## config.mk

```make
export PLATFORM = sky130hd
export DESIGN_NAME = attract_ctrl_flat
export DESIGN_NICKNAME = d
export VERILOG_FILES = /design/src/rtl/attract_ctrl_if.sv /design/src/rtl/attract_ctrl.sv /design/src/flat_wrapper.sv
export SDC_FILE = /design/constraint.sdc
export NUM_CORES = 1
export LEC_CHECK = 0
export CORE_UTILIZATION = 52
export CTS_CLUSTER_SIZE = 16
export DETAILED_ROUTE_END_ITERATION = 10
export PLACE_DENSITY = 0.85
export SYNTH_ARGS = -nofsm -noshare
export SYNTH_HDL_FRONTEND = slang
export SYNTH_SLANG_ARGS = --single-unit
```

## constraint.sdc

```tcl
create_clock -name game_clk -period 10.4 [get_ports game_clk]
set_input_delay 2.6 -clock game_clk [delete_from_list [all_inputs] [get_ports game_clk]]
set_output_delay 2.6 -clock game_clk [all_outputs]
set_load 0.005 [all_outputs]
```

## src/rtl/attract_ctrl_if.sv

```systemverilog
// attract_ctrl_if
// Groups the paddle/start/ball signals between the input front end, the
// attract controller and the game core.
//   lpaddle_in, rpaddle_in : human paddle bitmaps (bit i = row i)
//   start_in               : debounced start button
//   ball_x, ball_y         : ball position reported by the game core
//   lpaddle, rpaddle       : paddle bitmaps forwarded to the game core
//   start, game_reset      : sequencing strobes to the game core
//   l_auto, r_auto, attract: ownership status
// master drives the inputs and observes the outputs; slave is the controller.
interface attract_ctrl_if;
    logic [15:0] lpaddle_in;
    logic [15:0] rpaddle_in;
    logic        start_in;
    logic [3:0]  ball_x;
    logic [3:0]  ball_y;
    logic [15:0] lpaddle;
    logic [15:0] rpaddle;
    logic        start;
    logic        game_reset;
    logic        l_auto;
    logic        r_auto;
    logic        attract;

    modport master (
        output lpaddle_in, rpaddle_in, start_in, ball_x, ball_y,
        input  lpaddle, rpaddle, start, game_reset, l_auto, r_auto, attract
    );

    modport slave (
        input  lpaddle_in, rpaddle_in, start_in, ball_x, ball_y,
        output lpaddle, rpaddle, start, game_reset, l_auto, r_auto, attract
    );
endinterface

```

## src/rtl/attract_ctrl.sv

```systemverilog
// attract_ctrl
// Decides per side whether the human paddle bitmap or a rate-limited AI
// paddle drives the game core, runs attract mode when both sides are AI,
// and sequences the game core with start / game_reset strobes.
// Ports:
//   game_clk : 1 kHz game clock
//   reset    : synchronous, active-high
//   bus      : attract_ctrl_if.slave (paddles, start, ball position, status)
//
// Per-side mode FSM (index 0 = left, 1 = right)
//   state      | meaning
//   MODE_HUMAN | paddle input forwarded, idle counter running
//   MODE_AUTO  | AI paddle tracks ball_y one row per AI_STEP_MS ticks
module attract_ctrl #(
    parameter int IDLE_MS    = 20000,
    parameter int AI_STEP_MS = 60,
    parameter int PADDLE_LEN = 4
) (
    input  logic          game_clk,
    input  logic          reset,
    attract_ctrl_if.slave bus
);
    localparam logic [0:0]        MODE_HUMAN = 1'b0;
    localparam logic [0:0]        MODE_AUTO  = 1'b1;
    localparam logic [3:0]        POS_MAX    = 4'(16 - PADDLE_LEN);
    localparam logic signed [5:0] POS_MAX_S  = 6'(16 - PADDLE_LEN);
    localparam logic [3:0]        POS_MID    = 4'((16 - PADDLE_LEN) / 2);
    localparam logic signed [5:0] HALF_LEN   = 6'(PADDLE_LEN / 2);
    localparam logic [14:0]       IDLE_TC    = 15'(IDLE_MS);
    localparam logic [9:0]        STEP_TC    = 10'(AI_STEP_MS - 1);
    localparam logic [15:0]       AI_MASK    = 16'((1 << PADDLE_LEN) - 1);

    logic [15:0]       pin      [2];
    logic              gate     [2];
    logic [0:0]        mode_q   [2];
    logic [0:0]        mode_n   [2];
    logic [14:0]       cnt_q    [2];
    logic [14:0]       cnt_n    [2];
    logic [3:0]        pos_q    [2];
    logic [3:0]        pos_n    [2];
    logic [9:0]        tmr_q    [2];
    logic [9:0]        tmr_n    [2];
    logic [15:0]       prev_q   [2];
    logic [15:0]       paddle_q [2];
    logic [15:0]       paddle_n [2];
    logic              start_q, start_n;
    logic              game_reset_q, game_reset_n;
    logic              attract_q, attract_n;
    logic              att_now;
    logic signed [5:0] tgt_raw;
    logic [3:0]        tgt;

    // Lowest set row of the human bitmap, clamped so the AI paddle fits.
    function automatic logic [3:0] home_pos(input logic [15:0] v);
        logic [3:0] idx;
        idx = POS_MID;
        for (int i = 15; i >= 0; i--) begin
            if (v[i]) idx = 4'(i);
        end
        if (idx > POS_MAX) idx = POS_MAX;
        return idx;
    endfunction

    assign pin[0]  = bus.lpaddle_in;
    assign pin[1]  = bus.rpaddle_in;
    // Each AI only reacts while the ball is in its own half.
    assign gate[0] = (bus.ball_x <= 4'd7);
    assign gate[1] = (bus.ball_x >= 4'd8);

    always_comb begin
        tgt_raw = $signed({2'b00, bus.ball_y}) - HALF_LEN;
        if (tgt_raw < 6'sd0)
            tgt = 4'd0;
        else if (tgt_raw > POS_MAX_S)
            tgt = POS_MAX;
        else
            tgt = tgt_raw[3:0];
    end

    always_comb begin
        att_now = mode_q[0][0] & mode_q[1][0];
        for (int s = 0; s < 2; s++) begin
            mode_n[s] = mode_q[s];
            cnt_n[s]  = cnt_q[s];
            pos_n[s]  = pos_q[s];
            tmr_n[s]  = tmr_q[s];
            if (mode_q[s] == MODE_HUMAN) begin
                pos_n[s] = home_pos(pin[s]);
                tmr_n[s] = '0;
                if (pin[s] != prev_q[s])
                    cnt_n[s] = '0;
                else if (cnt_q[s] == IDLE_TC)
                    mode_n[s] = MODE_AUTO;
                else
                    cnt_n[s] = cnt_q[s] + 15'd1;
            end else if (pin[s] != prev_q[s]) begin
                mode_n[s] = MODE_HUMAN;
                cnt_n[s]  = '0;
                tmr_n[s]  = '0;
            end else if (tmr_q[s] == STEP_TC) begin
                tmr_n[s] = '0;
                if (gate[s]) begin
                    if (pos_q[s] < tgt)
                        pos_n[s] = pos_q[s] + 4'd1;
                    else if (pos_q[s] > tgt)
                        pos_n[s] = pos_q[s] - 4'd1;
                end
            end else begin
                tmr_n[s] = tmr_q[s] + 10'd1;
            end
        end

        // Start during attract, or racing attract entry, hands both sides
        // back to the players; otherwise it only restarts human idle timers.
        if (bus.start_in) begin
            if (att_now || (mode_n[0] == MODE_AUTO && mode_n[1] == MODE_AUTO)) begin
                for (int s = 0; s < 2; s++) begin
                    mode_n[s] = MODE_HUMAN;
                    cnt_n[s]  = '0;
                    tmr_n[s]  = '0;
                end
            end else begin
                for (int s = 0; s < 2; s++) begin
                    if (mode_q[s] == MODE_HUMAN) begin
                        mode_n[s] = MODE_HUMAN;
                        cnt_n[s]  = '0;
                    end
                end
            end
        end

        attract_n    = mode_n[0][0] & mode_n[1][0];
        // Entry pulse lets the game core skip its serve freeze.
        start_n      = (bus.start_in & ~att_now) | (attract_n & ~att_now);
        game_reset_n = att_now & ~attract_n;
        for (int s = 0; s < 2; s++) begin
            paddle_n[s] = (mode_n[s] == MODE_AUTO) ? (AI_MASK << pos_n[s]) : pin[s];
        end
    end

    always_ff @(posedge game_clk) begin
        if (reset) begin
            for (int s = 0; s < 2; s++) begin
                mode_q[s]   <= MODE_HUMAN;
                cnt_q[s]    <= '0;
                pos_q[s]    <= POS_MID;
                tmr_q[s]    <= '0;
                prev_q[s]   <= '0;
                paddle_q[s] <= '0;
            end
            start_q      <= 1'b0;
            game_reset_q <= 1'b0;
            attract_q    <= 1'b0;
        end else begin
            for (int s = 0; s < 2; s++) begin
                mode_q[s]   <= mode_n[s];
                cnt_q[s]    <= cnt_n[s];
                pos_q[s]    <= pos_n[s];
                tmr_q[s]    <= tmr_n[s];
                prev_q[s]   <= pin[s];
                paddle_q[s] <= paddle_n[s];
            end
            start_q      <= start_n;
            game_reset_q <= game_reset_n;
            attract_q    <= attract_n;
        end
    end

    assign bus.lpaddle    = paddle_q[0];
    assign bus.rpaddle    = paddle_q[1];
    assign bus.start      = start_q;
    assign bus.game_reset = game_reset_q;
    assign bus.l_auto     = mode_q[0][0];
    assign bus.r_auto     = mode_q[1][0];
    assign bus.attract    = attract_q;
endmodule
```

## src/flat_wrapper.sv

```systemverilog
// flat-port wrapper written by rule: the top's interface ports become plain ports
module attract_ctrl_flat 
#(
    parameter int IDLE_MS    = 20000,
    parameter int AI_STEP_MS = 60,
    parameter int PADDLE_LEN = 4
)
  (game_clk, reset, bus_lpaddle_in, bus_rpaddle_in, bus_start_in, bus_ball_x, bus_ball_y, bus_lpaddle, bus_rpaddle, bus_start, bus_game_reset, bus_l_auto, bus_r_auto, bus_attract);
  attract_ctrl_if bus_i ();
  input  logic game_clk;
  input  logic reset;
  input wire logic [$bits(bus_i.lpaddle_in)-1:0] bus_lpaddle_in;
  input wire logic [$bits(bus_i.rpaddle_in)-1:0] bus_rpaddle_in;
  input wire logic [$bits(bus_i.start_in)-1:0] bus_start_in;
  input wire logic [$bits(bus_i.ball_x)-1:0] bus_ball_x;
  input wire logic [$bits(bus_i.ball_y)-1:0] bus_ball_y;
  output wire logic [$bits(bus_i.lpaddle)-1:0] bus_lpaddle;
  output wire logic [$bits(bus_i.rpaddle)-1:0] bus_rpaddle;
  output wire logic [$bits(bus_i.start)-1:0] bus_start;
  output wire logic [$bits(bus_i.game_reset)-1:0] bus_game_reset;
  output wire logic [$bits(bus_i.l_auto)-1:0] bus_l_auto;
  output wire logic [$bits(bus_i.r_auto)-1:0] bus_r_auto;
  output wire logic [$bits(bus_i.attract)-1:0] bus_attract;
  assign bus_i.lpaddle_in = bus_lpaddle_in;
  assign bus_i.rpaddle_in = bus_rpaddle_in;
  assign bus_i.start_in = bus_start_in;
  assign bus_i.ball_x = bus_ball_x;
  assign bus_i.ball_y = bus_ball_y;
  assign bus_lpaddle = bus_i.lpaddle;
  assign bus_rpaddle = bus_i.rpaddle;
  assign bus_start = bus_i.start;
  assign bus_game_reset = bus_i.game_reset;
  assign bus_l_auto = bus_i.l_auto;
  assign bus_r_auto = bus_i.r_auto;
  assign bus_attract = bus_i.attract;
  attract_ctrl #(.IDLE_MS(IDLE_MS), .AI_STEP_MS(AI_STEP_MS), .PADDLE_LEN(PADDLE_LEN)) u_core (.game_clk(game_clk), .reset(reset), .bus(bus_i));
endmodule
```

# Yosys cells after proc, flatten, opt, wreduce, memory -nomap -nowiden
# Memories as Yosys holds them, arrays and structs flattened.
# Index checks and enable logic that the tools add are counted.
# op_classes
reduce_logical	2
shift	2
div	0
bitwise_logic	20
n_mul	0
add_sub_neg	9
n_lt_le_gt_ge	10
mux	99
eq_ne	6
# ops
cell	count
two-way mux 4 bit	52
two-way mux 15 bit	12
two-way mux 16 bit	6
two-way mux 10 bit	8
two-way mux 30 bit	2
two-way mux 20 bit	2
inequality test 16 bit	2
<< shifter 4 x 4 -> 16 bit (first input constant)	2
adder 15 x 1 -> 15 bit (second input constant)	2
== test 15 bit (second input constant)	2
adder 10 x 1 -> 10 bit (second input constant)	2
== test 10 x 6 -> 1 bit (second input constant)	2
two-way mux 1 bit	15
bitwise OR 1 bit	13
adder 4 x 1 -> 4 bit (second input constant)	2
> comparator 4 bit	2
> comparator 4 bit (second input constant)	2
less-than comparator 4 bit	2
subtractor 4 x 1 -> 4 bit (second input constant)	2
> comparator 6 x 5 -> 1 bit (second input constant)	1
less-than comparator 6 x 1 -> 1 bit (second input constant)	1
AND 1 bit	5
subtractor 4 x 2 -> 5 bit (second input constant)	1
>= comparator 4 bit (second input constant)	1
5 further kinds	7
# totals
n_memories	6
out_inout_bits	37
input_bits	43
latch_bits	0
regBits	3
ram_bits	124
romBits	0
# memory_table
name	words	word_bits	read_ports	rd_ports_with_merged_regs	wr	line_no	text
u_core.paddle_q	2	16	2	0	2	attract_ctrl.sv:44	logic [15:0] paddle_q [2];
u_core.prev_q	2	16	2	0	2	attract_ctrl.sv:43	logic [15:0] prev_q [2];
u_core.cnt_q	2	15	2	0	2	attract_ctrl.sv:37	logic [14:0] cnt_q [2];
u_core.tmr_q	2	10	2	0	2	attract_ctrl.sv:41	logic [9:0] tmr_q [2];
u_core.pos_q	2	4	2	0	2	attract_ctrl.sv:39	logic [3:0] pos_q [2];
u_core.mode_q	2	1	2	0	2	attract_ctrl.sv:35	logic [0:0] mode_q [2];

# Logic depth before layout (Yosys ltp)
# Gate-level depths: netlist of the first run.
# logic_depth
depth_word	23
mapped_depth	17

# Least setup slack after synthesis of the first run
# Ideal clock, no wire load.
# synth_path
path_type	input -> register
start	in bus_ball_y[1]
end	mem u_core.paddle_q[0][8]
t_arrival_ps	5420
n_path_buf	0
path_slack_ps	4889
required_ps	10309
setup_time_ps	91
path_stages	14
path_cell_list	inv_1 -> ha_1 -> xnor2_1 -> nor2_1 -> nor3b_1 -> ha_1 -> and4_1 -> or4_1 -> a21oi_1 -> o211ai_1 -> xnor2_1 -> a32o_1 -> or3_1 -> a311oi_1
# synth_rtl
item	line_no	text
start, declared	flat_wrapper.sv:16	input wire logic [$bits(bus_i.ball_y)-1:0] bus_ball_y;
end, declared	attract_ctrl.sv:44	

==> run summary, run 1 <==
Post-synth EDFFs = 0
Fin util = 0.6774
Mapped cell area = 6339 sq um
Kind of end point of the critical path = flop
Via count of the routed design = 5761
Final setup margin = 4.069 ns
Lkg Pwr = 2.930 nW
Initial antenna violation count = 0
CP startpoint kind = input pin
Register area share after synthesis = 0.4011
Final hold vios = 0
Largest net degree at the start of global routing = 70
Die W = 112.4 microns
Worst Hold Class = flop to flop
Clock skew = 0.006425 ns
Diodes inserted = 0
Mapped Avg Cell Area = 8.624 sq um
Fmax achieved = 0.1580 GHz
Total gr overflow = 0
Clk slew on worst S/H paths = 0.06 ns
H-tree depth = 4
Post-route insts no fill = 965
Hold Slack = 0.4540 ns
Status = completed
I/O pin cnt = 80
Critical path fanouts, max = 11
Max_slew headroom = 0.3038
Synth warn = 0
DRC Markers = 0
Worst Setup EP = u_core.paddle_q[0][9]
CP Data Arrival Time = 6.58 ns
Setup TNS = 0 ns
Total global-route track usage = 0.2607
Final min period = 6.331 ns
Syn_nets = 801
Synth cell types = 71
Reg-to-reg slack, setup = 7.19 ns
Die height = 112.4 microns
Initial Util = 0.5435
CTS tree = done
Standard-cell rows = 39
Area after DPL = 7196 sq um
R2R depth = 11
Reg-to-Reg End = u_core.paddle_q[0][9]
Die area = 12630 sq um
Nets@finish = 875
# hold bufs at CTS = 0
Synth async-reset ratio = 0
Largest family of logic cells by synthesized area = simple AND/OR/NAND/NOR gates
Measured slew at the worst slew-check pin = 1.044 ns
Synth Register Bits = 127
WL/cell = 16.67 microns
RePlAce Congestion = 0.9637
Area leader, netlist = dfxtp_1
Final HPWL from detailed placement = 11.10 mm
Worst-Skew Late Latency = 0.42 ns
First-pass GRT wire length = 25.92 mm
Power density over the cells = 168.6 nW/um^2
Critical Setup Path Class = input pin to flop
DP Worst Slack = 3.725 ns
Routed vias/inst = 5.970
Period utilization = 0.6087
Post-cts resize count = 0
Post-layout instance area = 7900 sq um
Drt total wl = 16.08 mm
Core area = 11660 sq um
Total power = 1.332 mW
Beginning of the critical path = bus_ball_y[2]
Post-CTS setup buffer count = 0
Pre-antenna DRT Iters = 7
R2r startpoint = u_core.pos_q[0][1]
Post-synthesis mux area share = 0.008093
Layout cells sized above 1 = 0.06083
Top cell type's share of synthesized area = 0.4011
Area fraction in compound gates after synthesis = 0.1321
Leading cell type in the layout, fill and taps excluded = dfxtp_1
# setup viols final = 0
Commonest cells after routing, fill and taps aside = dfxtp_1, nor2_1, clkdlybuf4s50_1, nand2_1, xor2_1
RSZ-0062 raised after global routing = false
# port buffers = 76
CTS Sinks = 127
Worst EP required = 10.65 ns
Synth Area in XOR/XNOR = 0.1119
Top_reg_cell synth = dfxtp_1
Placed Cells = 933
Total of max-cap violations = 0
Simple-Gate Fraction of Synth Area = 0.2706
Vias in the first global route = 5468
Largest cells by area after synthesis = dfxtp_1, nor2_1, xor2_1
Area growth, synth to finish = 24.63%
Longest Clk Path Bufs = 2
Antenna viol nets, final = 0
Synth Instances = 735
Fin. max-slew vios = 0
CTS buffer count = 17
Post-synthesis adder-cell area fraction = 0.04540
Peak VDD IR = 100.3 uV
Initial DRC Count = 468
HP Start = u_core.tmr_q[0][10]
Clk root buf = clkbuf_16
[critical path: stages]
cell	delay (ns)
clkdlybuf4s50_1	0.50
inv_1	0.07
ha_1	0.20
xnor2_1	0.22
nor2_1	0.06
nor3b_1	0.40
ha_1	0.23
nor2b_1	0.05
o211ai_1	0.40
and3_1	0.23
o211ai_1	0.11
xnor2_1	0.18
a22oi_1	0.67
inv_1	0.19
ha_1	0.24
mux2i_1	0.13
a211oi_1	0.09
[synthesized netlist by cell type, types with 3 or more instances]
master	n
nor3_1	19
nor4b_1	6
and4_1	4
o211ai_1	7
o31a_1	5
nor2b_1	32
a21oi_1	26
nor2_1	100
a32o_1	3
or4_1	8
and3_1	10
xnor2_1	40
a211oi_1	5
nand4_1	19
xor2_1	41
nor4_1	9
mux2i_1	4
ha_1	23
dfxtp_1	127
nand2_1	56
inv_1	27
a21o_1	5
and2_1	5
or3_1	4
or2_2	4
nand3_1	34
clkbuf_1	18
o21ai_0	20
o31ai_1	11
nand2b_1	4
a22o_1	4
[registers in the layout, summed over array words and instances (netlist names)]
signal	cells
u_core.cnt_q	30
u_core.bus.start	1
u_core.paddle_q	32
u_core.bus.attract	1
u_core.prev_q	32
u_core.pos_q	8
u_core.tmr_q	20
u_core.bus.game_reset	1
u_core.mode_q	2
[layer usage]
layer / wire length, microns / GRT usage
met4: 402 / 0.1031
met2: 7977 / 0.4563
met1: 6611 / 0.3061
met5: 0 / 0
met3: 1092 / 0.06533
[cells by family (layout without fill, tap and decap cells)]
family	count (synthesis)	in the layout
AO/OA/AOI/OAI	116	116
XOR/XNOR	81	81
flip-flops	127	127
AND/OR/NAND/NOR	332	332
adder cells (fa/ha/maj)	23	23
buffers and inverters	51	138
multiplexers	5	5
[report_power, final]
group	switching (mW)	internal (mW)	leakage (nW)	total, mW
registers	0.00678	0.502	1.04	0.509
clock network	0.215	0.493	0.337	0.708
logic	0.0599	0.0557	1.55	0.116
total	0.282	1.05	2.93	1.33
[final cells by class]
| cell class | count | area [sq um] |
|---|---|---|
| inverters | 29 | 110.1 |
| multi-input cells | 557 | 3601 |
| repair buffers | 77 | 763.2 |
| clock buffers | 22 | 474.2 |
| well taps | 143 | 178.9 |
| clock inverters | 10 | 230.2 |
| flip-flops and latches | 127 | 2542 |
| fillers | 831 | 3762 |
[worst min path at each step]
stage                          end  slack (ns)  cells after the start
6_report       u_core.tmr_q[0][10]        0.45                      1
5_1_grt        u_core.tmr_q[0][10]        0.48                      1
4_1_cts        u_core.tmr_q[0][10]        0.46                      1
3_5_place_dp   u_core.tmr_q[0][10]        0.45                      1
3_3_place_gp   u_core.tmr_q[0][10]        0.43                      1
2_1_floorplan  u_core.tmr_q[0][10]        0.42                      1
No activity file was read; power rests on OpenSTA's default activity.
==> inputs of run 2 (changes only) <==
==> constraint.sdc (replaced) <==
create_clock -name game_clk -period 6.1 [get_ports game_clk]
set_input_delay 1.525 -clock game_clk [delete_from_list [all_inputs] [get_ports game_clk]]
set_output_delay 1.525 -clock game_clk [all_outputs]
set_load 0.005 [all_outputs]
==> run summary, run 2 (synthesized netlist as in run 1, its figures left out) <==
RePlAce Congestion = 0.9461 (-1.8%)
Total power = 2.050 mW (+54%)
Worst EP required = 6.35 ns (-4.30 ns)
Final hold vios = 0 (unchanged)
H-tree depth = 4 (unchanged)
Total of max-cap violations = 0 (unchanged)
DRC Markers = 0 (unchanged)
WL/cell = 17.27 microns (+3.6%)
Via count of the routed design = 5759 (-0.035%)
Setup TNS = 0 ns (unchanged)
CP max-delay cell = a32oi_1
CTS Sinks = 127 (unchanged)
CTS tree = done
Core area = 11660 sq um (unchanged)
Area taken by flip-flops and latches = 2542 sq um (unchanged)
Layout cells sized above 1 = 0.05854 (-0.002291)
I/O pin cnt = 80 (unchanged)
# fillers = 865 (+4.1%)
Max_slew headroom = 0.2867 (-0.01708)
Period utilization = 0.8255
Pre-antenna DRT Iters = 6 (-1)
Peak VDD IR = 181.4 uV (+81%)
First-pass GRT wire length = 27.03 mm (+4.3%)
Diodes inserted = 0 (unchanged)
Standard-cell rows = 39 (unchanged)
Worst Hold Class = flop to flop
Longest Clk Path Bufs = 2 (unchanged)
Fmax achieved = 0.1986 GHz
# hold bufs at CTS = 0 (unchanged)
Multi-input gate area = 3601 sq um (unchanged)
Power density over the cells = 264.0 nW/um^2 (+57%)
Initial antenna violation count = 0 (unchanged)
Initial DRC Count = 652 (+39%)
Critical Setup Path Class = input pin to flop
Die area = 12630 sq um (unchanged)
# setup viols final = 0 (unchanged)
Antenna viol nets, final = 0 (unchanged)
Commonest cells after routing, fill and taps aside = dfxtp_1, nor2_1, clkdlybuf4s50_1, nand2_1, xor2_1
Drt total wl = 16.63 mm (+3.4%)
Vias in the first global route = 5683 (+3.9%)
Met3 Use GR = 0.06587 (+0.0005400)
Total gr overflow = 0 (unchanged)
CP max stage delay = 0.53 ns (-0.14 ns)
Fin. max-slew vios = 0 (unchanged)
Final HPWL from detailed placement = 11.59 mm (+4.4%)
Largest net degree at the start of global routing = 46 (-34%)
Die height = 112.4 microns (unchanged)
Worst-Skew Late Latency = 0.43 ns (about the same)
RSZ-0062 raised after global routing = false
Clock skew = 0.009349 ns (+0.002925 ns)
Clk root buf = clkbuf_16
Status = completed
Cell Chain, Critical Path = clkdlybuf4s50_1 > inv_1 > ha_1 > xnor2_1 > nor2_1 > nor3b_1 > ha_1 > and4_1 > or4_1 > a21oi_1 > o211ai_1 > xnor2_1 > a32oi_1 > mux2i_1 > a211oi_1
Final min period = 5.036 ns
Kind of end point of the critical path = flop
CP Data Arrival Time = 5.29 ns (-1.29 ns)
Top flop regs = u_core.paddle_q x32, u_core.prev_q x32, u_core.cnt_q x30
Met1 usage = 0.3141 (+0.007986)
Die W = 112.4 microns (unchanged)
Lkg Pwr = 2.876 nW (-1.9%)
Nets@finish = 876 (+0.11%)
Initial Util = 0.5435 (unchanged)
Area growth, synth to finish = 22.50%
Fin util = 0.6658 (-0.01159)
CP startpoint kind = input pin
# port buffers = 76 (unchanged)
Total global-route track usage = 0.2709 (+0.01021)
Clk slew on worst S/H paths = 0.05 ns (about the same)
Measured slew at the worst slew-check pin = 1.070 ns (+0.02562 ns)
CTS buffer count = 17 (unchanged)
Post-CTS setup buffer count = 0 (unchanged)
Post-cts resize count = 0 (unchanged)
Critical path fanouts, max = 7 (-4)
GRT met2 Usage = 0.4629 (+0.006625)
Routed vias/inst = 5.980 (+0.17%)
GRT Max-Usage Layer = met2
Leading cell type in the layout, fill and taps excluded = dfxtp_1
[run 2: changes by cell type in the layout (fill, tap and decap cells not counted), sizes merged]
cell      previous run  this run
bufinv               7         2
buf                  2         3
clkinv               3         6
clkinvlp             2         1
[run 2: path summary, 6_finish.rpt]
| kind | slack (ns) | cells after the start | to | startpoint |
|---|---|---|---|---|
| max | 1.06 | 15 | u_core.paddle_q[0][9] | bus_ball_y[1] |
| min | 0.45 | 1 | u_core.tmr_q[0][10] | u_core.tmr_q[0][10] |
| max reg2reg | 2.86 | 9 | u_core.paddle_q[0][17] | u_core.cnt_q[0][15] |
| min reg2reg | 0.45 | 1 | u_core.tmr_q[0][10] | u_core.tmr_q[0][10] |
[run 2: layout make-up]
| type | instances | area share |
|---|---|---|
| multi-input combinational | 557 | 0.4637 |
| sequential | 127 | 0.3274 |
| timing repair buffer | 78 | 0.09926 |
| clock buffer | 22 | 0.06107 |
| tap | 143 | 0.02304 |
| inverter | 29 | 0.01418 |
| clock inverter | 7 | 0.01128 |
[run 2: power breakdown]
group / total (mW) / switching (mW) / internal [mW]
sequential: 0.868 / 0.0121 / 0.856
clock: 0.983 / 0.361 / 0.623
combinational: 0.199 / 0.104 / 0.0953
total: 2.05 / 0.476 / 1.57
[run 2: per-stage QoR]
stage	instances	setup slack [ns]	hold slack [ns]	instance area [sq um]
finish	963	1.064	0.4528	7765
floorplan	735	1.664	0.4179	6339
global placement	934	0.7840	0.4274	7203
CTS	963	1.015	0.4599	7765
detailed placement	934	0.6008	0.4521	7203
global route	963	0.8394	0.4846	7765
[run 2: metal layers]
metal  vias up  share of wire
met5         -              0
met4         0          0.034
met3        60          0.060
met2       278           0.50
met1      2688           0.41
li1       2733              -
[run 2: critical path, delay by kind of cell]
kind / cells / cell delay (ns)
buf+inv: 2 / 0.57
fa+ha+maj: 2 / 0.55
compound gates: 4 / 0.89
xor+xnor: 2 / 0.41
mux: 1 / 0.28
simple gates: 4 / 1.07
==> inputs of run 3 (changes only) <==
==> constraint.sdc (replaced) <==
create_clock -name game_clk -period 4.8 [get_ports game_clk]
set_input_delay 1.2 -clock game_clk [delete_from_list [all_inputs] [get_ports game_clk]]
set_output_delay 1.2 -clock game_clk [all_outputs]
set_load 0.005 [all_outputs]
==> run summary, run 3 (synthesized netlist as in run 1, its figures left out) <==
Period utilization = 0.9509
Total of max-cap violations = 0 (unchanged)
Final min period = 4.564 ns
Multi-input gate area = 3601 sq um (unchanged)
Top flop regs = u_core.paddle_q x32, u_core.prev_q x32, u_core.cnt_q x30
Routed vias/inst = 6.005 (+0.42%)
# fillers = 851 (-1.6%)
Critical Setup Path Class = input pin to flop
Vias in the first global route = 5836 (+2.7%)
Standard-cell rows = 39 (unchanged)
Layout cells sized above 1 = 0.07766 (+0.01912)
Final hold vios = 0 (unchanged)
Largest net degree at the start of global routing = 46 (unchanged)
Diodes inserted = 0 (unchanged)
Fin. max-slew vios = 0 (unchanged)
Power density over the cells = 342.6 nW/um^2 (+30%)
Area growth, synth to finish = 25.23%
Critical path fanouts, max = 7 (unchanged)
# hold bufs at CTS = 0 (unchanged)
Total gr overflow = 0 (unchanged)
R2r startpoint = u_core.cnt_q[0][15]
CP Data Arrival Time = 4.82 ns (-0.47 ns)
Nets@finish = 891 (+1.7%)
Worst Hold Class = flop to flop
HP Start = u_core.tmr_q[0][10]
Final setup margin = 0.2357 ns (-0.8285 ns)
# setup viols final = 0 (unchanged)
DRC Markers = 0 (unchanged)
Kind of end point of the critical path = flop
Die height = 112.4 microns (unchanged)
Die area = 12630 sq um (unchanged)
CTS tree = done
# port buffers = 76 (unchanged)
Number of cells on the worst hold path = 1 (unchanged)
RSZ-0062 raised after global routing = false
Reg-to-reg slack, setup = 1.82 ns (-1.04 ns)
Initial DRC Count = 507 (-22%)
Core area = 11660 sq um (unchanged)
Worst EP required = 5.05 ns (-1.30 ns)
Clk slew on worst S/H paths = 0.06 ns (about the same)
Post-route insts no fill = 980 (+1.8%)
Area after DPL = 7316 sq um (+1.6%)
Placed Cells = 949 (+1.6%)
Measured slew at the worst slew-check pin = 1.030 ns (-0.04023 ns)
Reg-to-Reg End = u_core.paddle_q[0][12]
First-pass GRT wire length = 27.17 mm (+0.51%)
Clk root buf = clkbuf_16
DP Worst Slack = -0.1531 ns (-0.7539 ns)
Status = completed
WL/cell = 17.00 microns (-1.6%)
Leading cell type in the layout, fill and taps excluded = dfxtp_1
CTS Sinks = 127 (unchanged)
Clock skew = 0.01116 ns (+0.001811 ns)
Post-cts resize count = 0 (unchanged)
R2R depth = 9 (unchanged)
Initial Util = 0.5435 (unchanged)
I/O pin cnt = 80 (unchanged)
Die W = 112.4 microns (unchanged)
Drt total wl = 16.66 mm (+0.18%)
Max_slew headroom = 0.3135 (+0.02682)
Fin util = 0.6806 (+0.01481)
CTS buffer count = 17 (unchanged)
Via count of the routed design = 5885 (+2.2%)
Post-CTS setup buffer count = 0 (unchanged)
H-tree depth = 4 (unchanged)
Total global-route track usage = 0.2685 (-0.002383)
Worst hold endpoint = u_core.tmr_q[0][10]
Commonest cells after routing, fill and taps aside = dfxtp_1, nor2_1, clkdlybuf4s50_1, nand2_1, xor2_1
Area taken by flip-flops and latches = 2542 sq um (unchanged)
Lkg Pwr = 2.967 nW (+3.2%)
Post-layout instance area = 7938 sq um (+2.2%)
Final HPWL from detailed placement = 11.59 mm (about the same)
Fmax achieved = 0.2191 GHz
Antenna viol nets, final = 0 (unchanged)
Initial antenna violation count = 0 (unchanged)
CP startpoint kind = input pin
Pre-antenna DRT Iters = 7 (+1)
Longest Clk Path Bufs = 2 (unchanged)
Peak VDD IR = 212.8 uV (+17%)
RePlAce Congestion = 0.9807 (+3.7%)
Worst-Skew Late Latency = 0.42 ns (about the same)
Setup TNS = 0 ns (unchanged)
-- run 3: report_power, final --
| group | leakage, nW | switching (mW) | internal (mW) |
|---|---|---|---|
| combinational | 1.63 | 0.133 | 0.125 |
| clock | 0.295 | 0.467 | 0.891 |
| sequential | 1.04 | 0.0153 | 1.09 |
-- run 3: layout make-up --
class,count,share of cell area
multi-input cells,557,0.4537
flip-flops and latches,127,0.3203
repair buffers,93,0.1113
clock buffers,21,0.05801
well taps,143,0.02254
clock inverters,10,0.02033
inverters,29,0.01387
-- run 3: how the worst max path moves through the flow --
stage	cells after the start	startpoint	endpoint	slack [ns]
after global routing	16	bus_ball_y[2]	u_core.paddle_q[0][9]	0.003
after global placement	16	bus_ball_y[1]	u_core.paddle_q[0][9]	0.02
final	16	bus_ball_y[2]	u_core.paddle_q[0][9]	0.24
after floorplan	14	bus_ball_y[1]	u_core.paddle_q[0][8]	0.69
after CTS	16	bus_ball_y[1]	u_core.paddle_q[0][9]	0.27
after detailed placement	16	bus_ball_y[1]	u_core.paddle_q[0][9]	-0.15
-- run 3: stage by stage --
stage,hold WS (ns),power (mW)
floorplan,0.4179,1.255
global placement,0.4270,1.364
detailed placement,0.4583,1.374
CTS,0.4671,2.723
global route,0.4952,2.794
finish,0.4700,2.720
-- run 3: worst max-delay path: stages --
cell,delay (ns)
clkdlybuf4s50_1,0.51
inv_1,0.08
ha_1,0.20
xnor2_1,0.24
o221ai_1,0.24
ha_1,0.36
nor2b_1,0.14
o211ai_1,0.40
and3_1,0.24
o211ai_1,0.11
xnor2_1,0.17
a22oi_1,0.34
inv_1,0.15
ha_1,0.21
mux2i_1,0.14
a211oi_1,0.09
-- run 3: metal layers --
| metal | global-route usage | vias to the layer above | share of wire | wire (microns) |
|---|---|---|---|---|
| met5 | 0 | - | 0 | 0 |
| met2 | 0.4559 | 289 | 0.48 | 7940 |
| li1 | - | 2769 | - | - |
| met4 | 0.1458 | 0 | 0.040 | 672 |
| met1 | 0.3149 | 2749 | 0.41 | 6911 |
| met3 | 0.06210 | 78 | 0.068 | 1135 |
